<file path="src/rtl/idex_stage_reg_pkg.sv">
// Shared types and constants for the ID/EX stage register.
// Write-back selects, bubble instruction, register widths, action decode.
package idex_stage_reg_pkg;

   localparam int REG_W      = 32;
   localparam int REG_ADDR_W = 5;

   localparam logic TRUE  = 1'b1;
   localparam logic FALSE = 1'b0;

   localparam logic [REG_W-1:0] NOP_INST = 32'h0000_0013;

   typedef enum logic [1:0] {
      WB_FROM_ALU = 2'b00,
      WB_FROM_DM  = 2'b01,
      WB_FROM_PC  = 2'b10
   } wb_sel_e;

   typedef enum logic [1:0] {
      ACT_LOAD,
      ACT_PAUSE,
      ACT_FLUSH,
      ACT_HOLD
   } act_e;

   // hold beats flush beats pause; terms are made disjoint
   function automatic act_e stage_act(
      input logic hold,
      input logic flush,
      input logic pause
   );
      act_e a;
      a = ACT_LOAD;
      unique case (1'b1)
         hold:                    a = ACT_HOLD;
         !hold && flush:          a = ACT_FLUSH;
         !hold && !flush && pause: a = ACT_PAUSE;
         default:                 a = ACT_LOAD;
      endcase
      return a;
   endfunction

endpackage

</file>
<file path="src/rtl/idex_stage_reg_if.sv">
// ID/EX bundle: hazard controls and ID fields in, EX fields and stats out.
// master = ID side / hazard unit, slave = the stage register.
interface idex_stage_reg_if
   import idex_stage_reg_pkg::*;
#(
   parameter int ALU_OP_W = 4
) ();

   logic                  pause_i;
   logic                  hold_i;
   logic                  flush_i;

   logic                  id_valid_i;
   logic [REG_W-1:0]      id_pc_i;
   logic [REG_W-1:0]      id_inst_i;
   logic [REG_W-1:0]      id_op1_i;
   logic [REG_W-1:0]      id_op2_i;
   logic [REG_W-1:0]      id_imm_i;
   logic [ALU_OP_W-1:0]   id_alu_op_i;
   logic                  id_wen_i;
   logic [1:0]            id_wb_sel_i;
   logic [REG_ADDR_W-1:0] id_reg_waddr_i;
   logic                  id_mem_wen_i;
   logic                  id_mem_ren_i;

   logic                  ex_valid_o;
   logic [REG_W-1:0]      ex_pc_o;
   logic [REG_W-1:0]      ex_inst_o;
   logic [REG_W-1:0]      ex_op1_o;
   logic [REG_W-1:0]      ex_op2_o;
   logic [REG_W-1:0]      ex_imm_o;
   logic [ALU_OP_W-1:0]   ex_alu_op_o;
   logic                  ex_wen_o;
   logic [1:0]            ex_wb_sel_o;
   logic [REG_ADDR_W-1:0] ex_reg_waddr_o;
   logic                  ex_mem_wen_o;
   logic                  ex_mem_ren_o;

   logic [31:0]           bubble_cnt_o;
   logic [31:0]           flush_cnt_o;
   logic                  pause_err_o;

   modport master (
      output pause_i, hold_i, flush_i,
      output id_valid_i, id_pc_i, id_inst_i,
      output id_op1_i, id_op2_i, id_imm_i,
      output id_alu_op_i, id_wen_i, id_wb_sel_i,
      output id_reg_waddr_i, id_mem_wen_i, id_mem_ren_i,
      input  ex_valid_o, ex_pc_o, ex_inst_o,
      input  ex_op1_o, ex_op2_o, ex_imm_o,
      input  ex_alu_op_o, ex_wen_o, ex_wb_sel_o,
      input  ex_reg_waddr_o, ex_mem_wen_o, ex_mem_ren_o,
      input  bubble_cnt_o, flush_cnt_o, pause_err_o
   );

   modport slave (
      input  pause_i, hold_i, flush_i,
      input  id_valid_i, id_pc_i, id_inst_i,
      input  id_op1_i, id_op2_i, id_imm_i,
      input  id_alu_op_i, id_wen_i, id_wb_sel_i,
      input  id_reg_waddr_i, id_mem_wen_i, id_mem_ren_i,
      output ex_valid_o, ex_pc_o, ex_inst_o,
      output ex_op1_o, ex_op2_o, ex_imm_o,
      output ex_alu_op_o, ex_wen_o, ex_wb_sel_o,
      output ex_reg_waddr_o, ex_mem_wen_o, ex_mem_ren_o,
      output bubble_cnt_o, flush_cnt_o, pause_err_o
   );

endinterface

</file>
<file path="src/rtl/idex_stage_reg_perf_counter.sv">
// 32-bit wrapping event counter, synchronous active-high reset.
// Ports: clk, rst, inc (count enable), count (current value).
module idex_stage_reg_perf_counter (
   input  logic        clk,
   input  logic        rst,
   input  logic        inc,
   output logic [31:0] count
);

   logic [31:0] cnt_q;

   always_ff @(posedge clk) begin
      if (rst) begin
         cnt_q <= '0;
      end else if (inc) begin
         cnt_q <= cnt_q + 32'd1;
      end
   end

   assign count = cnt_q;

endmodule

</file>
<file path="src/rtl/idex_stage_reg.sv">
// ID/EX pipeline register: load, bubble (pause/flush) or freeze (hold).
// Ports: clk, rst (sync, active-high), bus (slave side of idex_stage_reg_if).
module idex_stage_reg
   import idex_stage_reg_pkg::*;
#(
   parameter int ALU_OP_W = 4
) (
   input logic              clk,
   input logic              rst,
   idex_stage_reg_if.slave  bus
);

   act_e act;
   logic load_bub;
   logic pause_seen;

   assign act      = stage_act(bus.hold_i, bus.flush_i, bus.pause_i);
   assign load_bub = (act == ACT_FLUSH) || (act == ACT_PAUSE);

   always_ff @(posedge clk) begin
      if (rst || load_bub) begin
         bus.ex_valid_o     <= FALSE;
         bus.ex_pc_o        <= '0;
         bus.ex_inst_o      <= NOP_INST;
         bus.ex_op1_o       <= '0;
         bus.ex_op2_o       <= '0;
         bus.ex_imm_o       <= '0;
         bus.ex_alu_op_o    <= {ALU_OP_W{1'b0}};
         bus.ex_wen_o       <= FALSE;
         bus.ex_wb_sel_o    <= WB_FROM_ALU;
         bus.ex_reg_waddr_o <= '0;
         bus.ex_mem_wen_o   <= FALSE;
         bus.ex_mem_ren_o   <= FALSE;
      end else if (act == ACT_LOAD) begin
         bus.ex_valid_o     <= bus.id_valid_i;
         bus.ex_pc_o        <= bus.id_pc_i;
         bus.ex_inst_o      <= bus.id_inst_i;
         bus.ex_op1_o       <= bus.id_op1_i;
         bus.ex_op2_o       <= bus.id_op2_i;
         bus.ex_imm_o       <= bus.id_imm_i;
         bus.ex_alu_op_o    <= bus.id_alu_op_i;
         bus.ex_wen_o       <= bus.id_wen_i;
         bus.ex_wb_sel_o    <= bus.id_wb_sel_i;
         bus.ex_reg_waddr_o <= bus.id_reg_waddr_i;
         bus.ex_mem_wen_o   <= bus.id_mem_wen_i;
         bus.ex_mem_ren_o   <= bus.id_mem_ren_i;
      end
   end

   // pause_seen remembers a pause in the last non-hold cycle; hold
   // cycles are transparent to it and a flush breaks the sequence.
   always_ff @(posedge clk) begin
      if (rst) begin
         pause_seen      <= FALSE;
         bus.pause_err_o <= FALSE;
      end else if (act == ACT_FLUSH) begin
         pause_seen <= FALSE;
      end else if (act != ACT_HOLD) begin
         if (bus.pause_i && pause_seen) begin
            bus.pause_err_o <= TRUE;
         end
         pause_seen <= bus.pause_i;
      end
   end

   idex_stage_reg_perf_counter u_bubble_cnt (
      .clk   (clk),
      .rst   (rst),
      .inc   (act == ACT_PAUSE),
      .count (bus.bubble_cnt_o)
   );

   idex_stage_reg_perf_counter u_flush_cnt (
      .clk   (clk),
      .rst   (rst),
      .inc   (act == ACT_FLUSH),
      .count (bus.flush_cnt_o)
   );

endmodule

</file>
<file path="src/flat_wrapper.sv">
// flat-port wrapper written by rule: the top's interface ports become plain ports
module idex_stage_reg_flat import idex_stage_reg_pkg::*;
#(
   parameter int ALU_OP_W = 4
)
  (clk, rst, bus_pause_i, bus_hold_i, bus_flush_i, bus_id_valid_i, bus_id_pc_i, bus_id_inst_i, bus_id_op1_i, bus_id_op2_i, bus_id_imm_i, bus_id_alu_op_i, bus_id_wen_i, bus_id_wb_sel_i, bus_id_reg_waddr_i, bus_id_mem_wen_i, bus_id_mem_ren_i, bus_ex_valid_o, bus_ex_pc_o, bus_ex_inst_o, bus_ex_op1_o, bus_ex_op2_o, bus_ex_imm_o, bus_ex_alu_op_o, bus_ex_wen_o, bus_ex_wb_sel_o, bus_ex_reg_waddr_o, bus_ex_mem_wen_o, bus_ex_mem_ren_o, bus_bubble_cnt_o, bus_flush_cnt_o, bus_pause_err_o);
  idex_stage_reg_if #(.ALU_OP_W(ALU_OP_W)) bus_i ();
  input logic clk;
  input logic rst;
  input wire logic [$bits(bus_i.pause_i)-1:0] bus_pause_i;
  input wire logic [$bits(bus_i.hold_i)-1:0] bus_hold_i;
  input wire logic [$bits(bus_i.flush_i)-1:0] bus_flush_i;
  input wire logic [$bits(bus_i.id_valid_i)-1:0] bus_id_valid_i;
  input wire logic [$bits(bus_i.id_pc_i)-1:0] bus_id_pc_i;
  input wire logic [$bits(bus_i.id_inst_i)-1:0] bus_id_inst_i;
  input wire logic [$bits(bus_i.id_op1_i)-1:0] bus_id_op1_i;
  input wire logic [$bits(bus_i.id_op2_i)-1:0] bus_id_op2_i;
  input wire logic [$bits(bus_i.id_imm_i)-1:0] bus_id_imm_i;
  input wire logic [$bits(bus_i.id_alu_op_i)-1:0] bus_id_alu_op_i;
  input wire logic [$bits(bus_i.id_wen_i)-1:0] bus_id_wen_i;
  input wire logic [$bits(bus_i.id_wb_sel_i)-1:0] bus_id_wb_sel_i;
  input wire logic [$bits(bus_i.id_reg_waddr_i)-1:0] bus_id_reg_waddr_i;
  input wire logic [$bits(bus_i.id_mem_wen_i)-1:0] bus_id_mem_wen_i;
  input wire logic [$bits(bus_i.id_mem_ren_i)-1:0] bus_id_mem_ren_i;
  output wire logic [$bits(bus_i.ex_valid_o)-1:0] bus_ex_valid_o;
  output wire logic [$bits(bus_i.ex_pc_o)-1:0] bus_ex_pc_o;
  output wire logic [$bits(bus_i.ex_inst_o)-1:0] bus_ex_inst_o;
  output wire logic [$bits(bus_i.ex_op1_o)-1:0] bus_ex_op1_o;
  output wire logic [$bits(bus_i.ex_op2_o)-1:0] bus_ex_op2_o;
  output wire logic [$bits(bus_i.ex_imm_o)-1:0] bus_ex_imm_o;
  output wire logic [$bits(bus_i.ex_alu_op_o)-1:0] bus_ex_alu_op_o;
  output wire logic [$bits(bus_i.ex_wen_o)-1:0] bus_ex_wen_o;
  output wire logic [$bits(bus_i.ex_wb_sel_o)-1:0] bus_ex_wb_sel_o;
  output wire logic [$bits(bus_i.ex_reg_waddr_o)-1:0] bus_ex_reg_waddr_o;
  output wire logic [$bits(bus_i.ex_mem_wen_o)-1:0] bus_ex_mem_wen_o;
  output wire logic [$bits(bus_i.ex_mem_ren_o)-1:0] bus_ex_mem_ren_o;
  output wire logic [$bits(bus_i.bubble_cnt_o)-1:0] bus_bubble_cnt_o;
  output wire logic [$bits(bus_i.flush_cnt_o)-1:0] bus_flush_cnt_o;
  output wire logic [$bits(bus_i.pause_err_o)-1:0] bus_pause_err_o;
  assign bus_i.pause_i = bus_pause_i;
  assign bus_i.hold_i = bus_hold_i;
  assign bus_i.flush_i = bus_flush_i;
  assign bus_i.id_valid_i = bus_id_valid_i;
  assign bus_i.id_pc_i = bus_id_pc_i;
  assign bus_i.id_inst_i = bus_id_inst_i;
  assign bus_i.id_op1_i = bus_id_op1_i;
  assign bus_i.id_op2_i = bus_id_op2_i;
  assign bus_i.id_imm_i = bus_id_imm_i;
  assign bus_i.id_alu_op_i = bus_id_alu_op_i;
  assign bus_i.id_wen_i = bus_id_wen_i;
  assign bus_i.id_wb_sel_i = bus_id_wb_sel_i;
  assign bus_i.id_reg_waddr_i = bus_id_reg_waddr_i;
  assign bus_i.id_mem_wen_i = bus_id_mem_wen_i;
  assign bus_i.id_mem_ren_i = bus_id_mem_ren_i;
  assign bus_ex_valid_o = bus_i.ex_valid_o;
  assign bus_ex_pc_o = bus_i.ex_pc_o;
  assign bus_ex_inst_o = bus_i.ex_inst_o;
  assign bus_ex_op1_o = bus_i.ex_op1_o;
  assign bus_ex_op2_o = bus_i.ex_op2_o;
  assign bus_ex_imm_o = bus_i.ex_imm_o;
  assign bus_ex_alu_op_o = bus_i.ex_alu_op_o;
  assign bus_ex_wen_o = bus_i.ex_wen_o;
  assign bus_ex_wb_sel_o = bus_i.ex_wb_sel_o;
  assign bus_ex_reg_waddr_o = bus_i.ex_reg_waddr_o;
  assign bus_ex_mem_wen_o = bus_i.ex_mem_wen_o;
  assign bus_ex_mem_ren_o = bus_i.ex_mem_ren_o;
  assign bus_bubble_cnt_o = bus_i.bubble_cnt_o;
  assign bus_flush_cnt_o = bus_i.flush_cnt_o;
  assign bus_pause_err_o = bus_i.pause_err_o;
  idex_stage_reg #(.ALU_OP_W(ALU_OP_W)) u_core (.clk(clk), .rst(rst), .bus(bus_i));
endmodule
</file>
<file path="config.mk">
export PLATFORM = sky130hd
export DESIGN_NAME = idex_stage_reg_flat
export DESIGN_NICKNAME = d
export VERILOG_FILES = /design/src/rtl/idex_stage_reg_pkg.sv /design/src/rtl/idex_stage_reg_if.sv /design/src/rtl/idex_stage_reg_perf_counter.sv /design/src/rtl/idex_stage_reg.sv /design/src/flat_wrapper.sv
export SDC_FILE = /design/constraint.sdc
export NUM_CORES = 1
export LEC_CHECK = 0
export CAP_MARGIN = 20
export CORE_AREA = 2 2 164 166
export CTS_BUF_LIST = sky130_fd_sc_hd__clkbuf_8
export DETAILED_ROUTE_END_ITERATION = 6
export DIE_AREA = 0 0 166 168
export DONT_BUFFER_PORTS = 1
export HOLD_SLACK_MARGIN = 0.05
export MAX_ROUTING_LAYER = met4
export RECOVER_POWER = 50
export REMOVE_ABC_BUFFERS = 1
export SLEW_MARGIN = 5
export SYNTH_ARGS = -nofsm -noshare
export SYNTH_HDL_FRONTEND = slang
export SYNTH_SLANG_ARGS = --single-unit
</file>
<file path="constraint.sdc">
create_clock -name clk -period 2.8 [get_ports clk]
set_input_delay 0.7 -clock clk [delete_from_list [all_inputs] [get_ports clk]]
set_output_delay 0.7 -clock clk [all_outputs]
set_load 0.05 [all_outputs]
</file>
Yosys cells after proc, flatten, opt, wreduce, memory -nomap -nowiden --
Index checks and enable logic that the tools add are counted. Widths: inputs -> output; s select.
Storage, ports and cells: bits in registers 241, bits of input ports 180, output and inout port bits 240, word-level logic and storage cells 34
Operators by class: add/sub/neg operators 2, equality and inequality tests 3, mux-type cells 1, bitwise operators 1, reduce and logical (&&, ||, !) cells 11
Operator list (number):
- $add 32x1->32 const B | 2
- $pmux 2 s3 | 1
- $logic_and 1x1->1 | 4
- $reduce_and 3->1 | 1
- $eq 2x1->1 const B | 1
- $eq 2x2->1 const B | 1
- $logic_not 1->1 | 2
- $logic_not 2->1 | 1
- $logic_or 1x1->1 | 2
- $ne 2x2->1 const B | 1
- $reduce_or 2->1 | 1
- $not 1->1 | 1

Logic depth before layout (Yosys ltp) --
depth after elaboration 7, gate-level depth with buffers 8, depth with buffers taken out 5

By module --
Synthesis repeated with hierarchy kept, for this count alone.
Second synthesis, totals: cells, all modules 944, area, all modules 9635.5 sq um
By module, submodules not included:
- idex_stage_reg | instances 1, cells an instance 582, area an instance 6507.5 sq um, sequential area each 3543.4 sq um
- idex_stage_reg_perf_counter | instances 2, cells an instance 181, area an instance 1564.0 sq um, sequential area each 640.6 sq um

Least setup slack after synthesis --
No wires, ideal clock.
path type reg2reg, from register u_core.u_bubble_cnt.cnt_q[0] (netlist: u_core.u_bubble_cnt.count[0]), to register u_core.u_bubble_cnt.cnt_q[24] (netlist: u_core.u_bubble_cnt.count[24]), setup time 70 ps, data arrival time 2345 ps, required time 2730 ps, slack 385 ps, stages on the path, launching flop included 8, path buffers 2, clock period less this slack 2415 ps, cell sequence dfxtp_1 ha_1 clkbuf_1 nand2_1 or4_1 clkbuf_1 or4_1 a21oi_1
Between the ends: word-level cells in the longest chain between the ends 1
Ends and longest elaborated chain:
- start, declared | RTL line idex_stage_reg_perf_counter.sv:10 | logic [31:0] cnt_q;
- start signal, assigned | RTL line idex_stage_reg_perf_counter.sv:16 | cnt_q <= cnt_q + 32'd1;
- $add 32x1->32 | RTL line idex_stage_reg_perf_counter.sv:16
No other way between the ends. A chain may end at the register's enable or synchronous reset.

Worst setup path in the final report --
from register u_core.u_bubble_cnt.cnt_q[19] (netlist: u_core.u_bubble_cnt.count[19]), to register u_core.u_bubble_cnt.cnt_q[31] (netlist: u_core.u_bubble_cnt.count[31])
Same word-level chain as after synthesis.

==> impl_metrics.py <==
metrics = {
    "run_status": {
        "run_status": "complete, but fails checks",
        "failed_checks": "capacitance limit, slew limit",
    },
    "setup_path": {
        "timing.critical_path.arrival_ns": 2.90,
        "critPathKind": "reg -> reg",
        "r2r_cells": 5,
        "crit_path_max_fanout": 8,
        "worst_r2r_startpoint": "u_core.u_bubble_cnt.count[19]$_SDFFE_PP0N_",
        "regToRegEndpoint": "u_core.u_bubble_cnt.count[31]$_SDFFE_PP0N_",
        "worst_setup_path_end_kind": "flop",
        "r2r_setup_slack_ns": 0.36,
        "cp.required_ns": 3.26,
        "start_kind": "flop",
    },
    "cells_and_area": {
        "drive_above_1_share_pct": 8.13,
        "final_stage_net_count": 1334,
        "area.growth.synth_to_final_pct": 15.0,
        "layout_commonest_cell": "nand2_1",
        "leading_cell_types_in_the_layout_fill_and_taps_excluded": "nand2_1 (372), dfxtp_1 (241), a21oi_1 (214)",
        "design_area_sq_um": 10500,
    },
    "die": {
        "rows": 60,
        "floorplan.initialDensity_pct": 34.5,
        "floorplan.die_area_sq_um": 27900,
        "coreArea_sq_um": 26400,
        "ports_placed_on_the_boundary": 420,
        "fp.dieH_um": 168,
        "floorplan.die.width_um": 166,
    },
    "sta": {
        "final.setup.tns_ns": 0,
        "report.final.slew_viol_count": 46,
        "setup_viol_count_final": 0,
        "fmax_mhz": 411,
        "worst_slew_margin_rel_pct": -19.8,
        "worst_pin_slew_ns": 1.80,
        "clock_skew_ns": 0.0136,
        "rsz0062_at_grt": "false",
        "timing.final.crit_share_pct": 87.0,
        "timing_hold_violations_final": 0,
        "post-route-min-period_ns": 2.44,
        "timing.hold.ws_ns": 0.242,
    },
    "clock_tree": {
        "root_buffer": "clkbuf_8",
        "cts_post_setup_buffers_inserted": 0,
        "cts_tree": "done",
        "number_of_buffers_created_by_cts": 42,
        "clkSlewWorstSetupHoldPaths_ns": 0.06,
        "cts-root-to-sink-buffers": 3,
        "ctsHoldBuffers": 0,
        "h-tree-depth": 2,
        "ctsResizeCount": 0,
        "clkSinkCount": 241,
        "insertion_delay_ns": 0.53,
    },
    "power": {
        "netSwitchingPower_w": 0.00182,
        "internal_power_w": 0.00560,
        "power.clock.fraction_pct": 47.1,
        "power.share.sequential_pct": 49.7,
        "power.share.combinational_pct": 3.2,
        "power.switching_fraction_pct": 24.5,
        "total_leakage_power_nw": 3.38,
        "max-vdd-ir-drop_mv": 0.376,
        "power.density_nw_per_um2": 709,
    },
    "logic_synthesis": {
        "syn-mean-instance-area_sq_um": 8.05,
        "netlist_instances": 1130,
        "post_synthesis_cell_area_sq_um": 9100,
        "synth_top_family_by_area": "simple AND/OR/NAND/NOR gates",
        "yosysWarnings": 0,
        "seq_area_frac_synth_pct": 53.0,
        "synth.distinct_cells": 39,
        "post_synth_xor_area_fraction_pct": 1.83,
        "yosys-mux-area-fraction_pct": 0.591,
        "yosys_register_bits": 241,
        "synth-adder-area-share_pct": 0.275,
        "yosys.area_share.simple_pct": 25.6,
        "synth-compound-area-share_pct": 14.8,
    },
    "global_route": {
        "grt_resource_usage_total_pct": 19.1,
        "globalRouteOverflowTotal": 0,
        "grt_pass1_vias": 7406,
        "antenna_violations_before_repair": 4,
        "grt_pass1_wl_um": 41700,
        "grt_max_degree": 110,
    },
    "place": {
        "port-buffer-count": 0,
        "placement.cell_area_sq_um": 9700,
        "dp_hpwl_um": 19600,
        "gpl.final_weighted_congestion": 0.821,
    },
    "worst_hold_path": {
        "min_delay_worst_endpoint": "u_core.u_bubble_cnt.count[6]$_SDFFE_PP0N_",
        "worst_hold_path_cells": 1,
        "timing.hold.worst.start": "rst",
        "holdCritPathClass": "in -> reg",
    },
    "drt": {
        "initialDrtViolationCount": 653,
        "wl_met3_um": 3360,
        "wl_um": 27900,
        "routed_via_density": 5.26,
        "wire_per_inst_um": 18.3,
        "routed.top_layer": "met4",
        "ant_nets": 0,
        "detailedRoute.firstPassIterationCount": 6,
        "route.vias.total": 8032,
        "drcViolationCount": 0,
        "routedLengthMet1_um": 10700,
        "routed-wl-met2_um": 12800,
    },
    "flow_run": {
        "cap_violations": 1,
    },
}
final cells by class:
cell class                      count  area, sq um
Inverter                            8         30.0
Sequential cell                   241         4820
Timing Repair Buffer               59          349
Tap cell                          341          427
Fill cell                        2737        15900
Clock buffer                       56          771
Clock inverter                     17          149
Multi-Input combinational cell    800         3900
Antenna cell                        4         10.0
power by group through the flow:
stage,Clock (W),Sequential [W],Combinational [W]
after global placement,0,0.00376,0.000237
after floorplan,0,0.00376,0.000176
after global routing,0.00372,0.00369,0.000266
final,0.00349,0.00369,0.000236
after CTS,0.00358,0.00369,0.000241
after detailed placement,0,0.00376,0.000242
cells in the mapped netlist (all sizes together):
library cell  instances  area share, %
a21o                  1          0.083
a21oi               214             12
a31o                  1          0.096
and2                  2           0.14
and2b                 1          0.096
and3                  5           0.34
and4                  7           0.67
and4b                 1           0.12
and4bb                1           0.14
buf                   9           0.63
clkbuf               72            3.0
dfxtp               241             53
ha                    2           0.28
inv                   8           0.33
mux2                  3           0.37
mux2i                 2           0.22
nand2               372             15
nand3                18           0.99
nand3b                1          0.083
nand4                22            1.5
nand4b                1          0.096
nand4bb               1           0.30
nor2                 29            1.2
nor2b                 3           0.21
nor3                  6           0.33
nor3b                 1          0.083
nor4                  4           0.28
o21ai                11           0.61
o31ai                27            2.2
or2                   1          0.069
or3                  12           0.87
or4                  32            2.7
xnor2                11            1.1
xor2                  8           0.77
critical path, cell delays in order, from the launching register on:
cell and delay, ns:
dfxtp_1 0.30, clkbuf_1 0.64, and4_1 0.47, nand4_1 0.28, or4_1 0.53, a21oi_1 0.14
kinds of logic after synthesis:
| logic type | count (synthesis) |
|---|---|
| fa+ha+maj | 2 |
| xor+xnor | 19 |
| mux | 5 |
| buf+inv | 89 |
| flops | 241 |
| simple gates | 520 |
| compound gates | 254 |
per-stage QoR:
| stage | utilization [%] | std cells | total power (W) | worst slack (ns) |
|---|---|---|---|---|
| after global routing | 39.7 | 1526 | 0.00768 | 0.158 |
| after detailed placement | 36.8 | 1449 | 0.00401 | 0.361 |
| final | 39.7 | 1526 | 0.00742 | 0.365 |
| after CTS | 40.3 | 1522 | 0.00751 | 0.516 |
| after global placement | 36.8 | 1449 | 0.00400 | 0.385 |
| after floorplan | - | 1049 | 0.00394 | -7.08 |
registers in the layout (all words and copies together), names as in the netlist, 2 cells and up:
signal                     count
u_core.bus.ex_alu_op_o         4
u_core.bus.ex_imm_o           32
u_core.u_flush_cnt.count      32
u_core.bus.ex_reg_waddr_o      5
u_core.bus.ex_op1_o           32
u_core.bus.ex_inst_o          32
u_core.u_bubble_cnt.count     32
u_core.bus.ex_op2_o           32
u_core.bus.ex_wb_sel_o         2
u_core.bus.ex_pc_o            32
per-layer routing:
metal	vias to the layer above	global-route usage (%)
met5	-	-
met2	322	28.9
met4	0	8.81
met1	3755	21.3
met3	68	9.33
li1	3887	-
worst max-delay path by stage:
stage | start | end | slack [ns] | cells after the start
4_1_cts | u_core.u_flush_cnt.count[1]$_SDFFE_PP0P_ | u_core.u_flush_cnt.count[17]$_SDFFE_PP0P_ | 0.52 | 5
3_3_place_gp | bus_hold_i | u_core.u_flush_cnt.count[31]$_SDFFE_PP0P_ | 0.39 | 4
3_5_place_dp | bus_hold_i | u_core.u_flush_cnt.count[17]$_SDFFE_PP0P_ | 0.36 | 4
2_1_floorplan | bus_pause_i | u_core.bus.ex_alu_op_o[0]$_SDFFE_PP0N_ | -7.08 | 3
6_report | u_core.u_bubble_cnt.count[19]$_SDFFE_PP0N_ | u_core.u_bubble_cnt.count[31]$_SDFFE_PP0N_ | 0.36 | 5
5_1_grt | bus_flush_i | u_core.bus.ex_op1_o[8]$_SDFFE_PP0N_ | 0.16 | 4
Power figures use the tool's default switching activity.
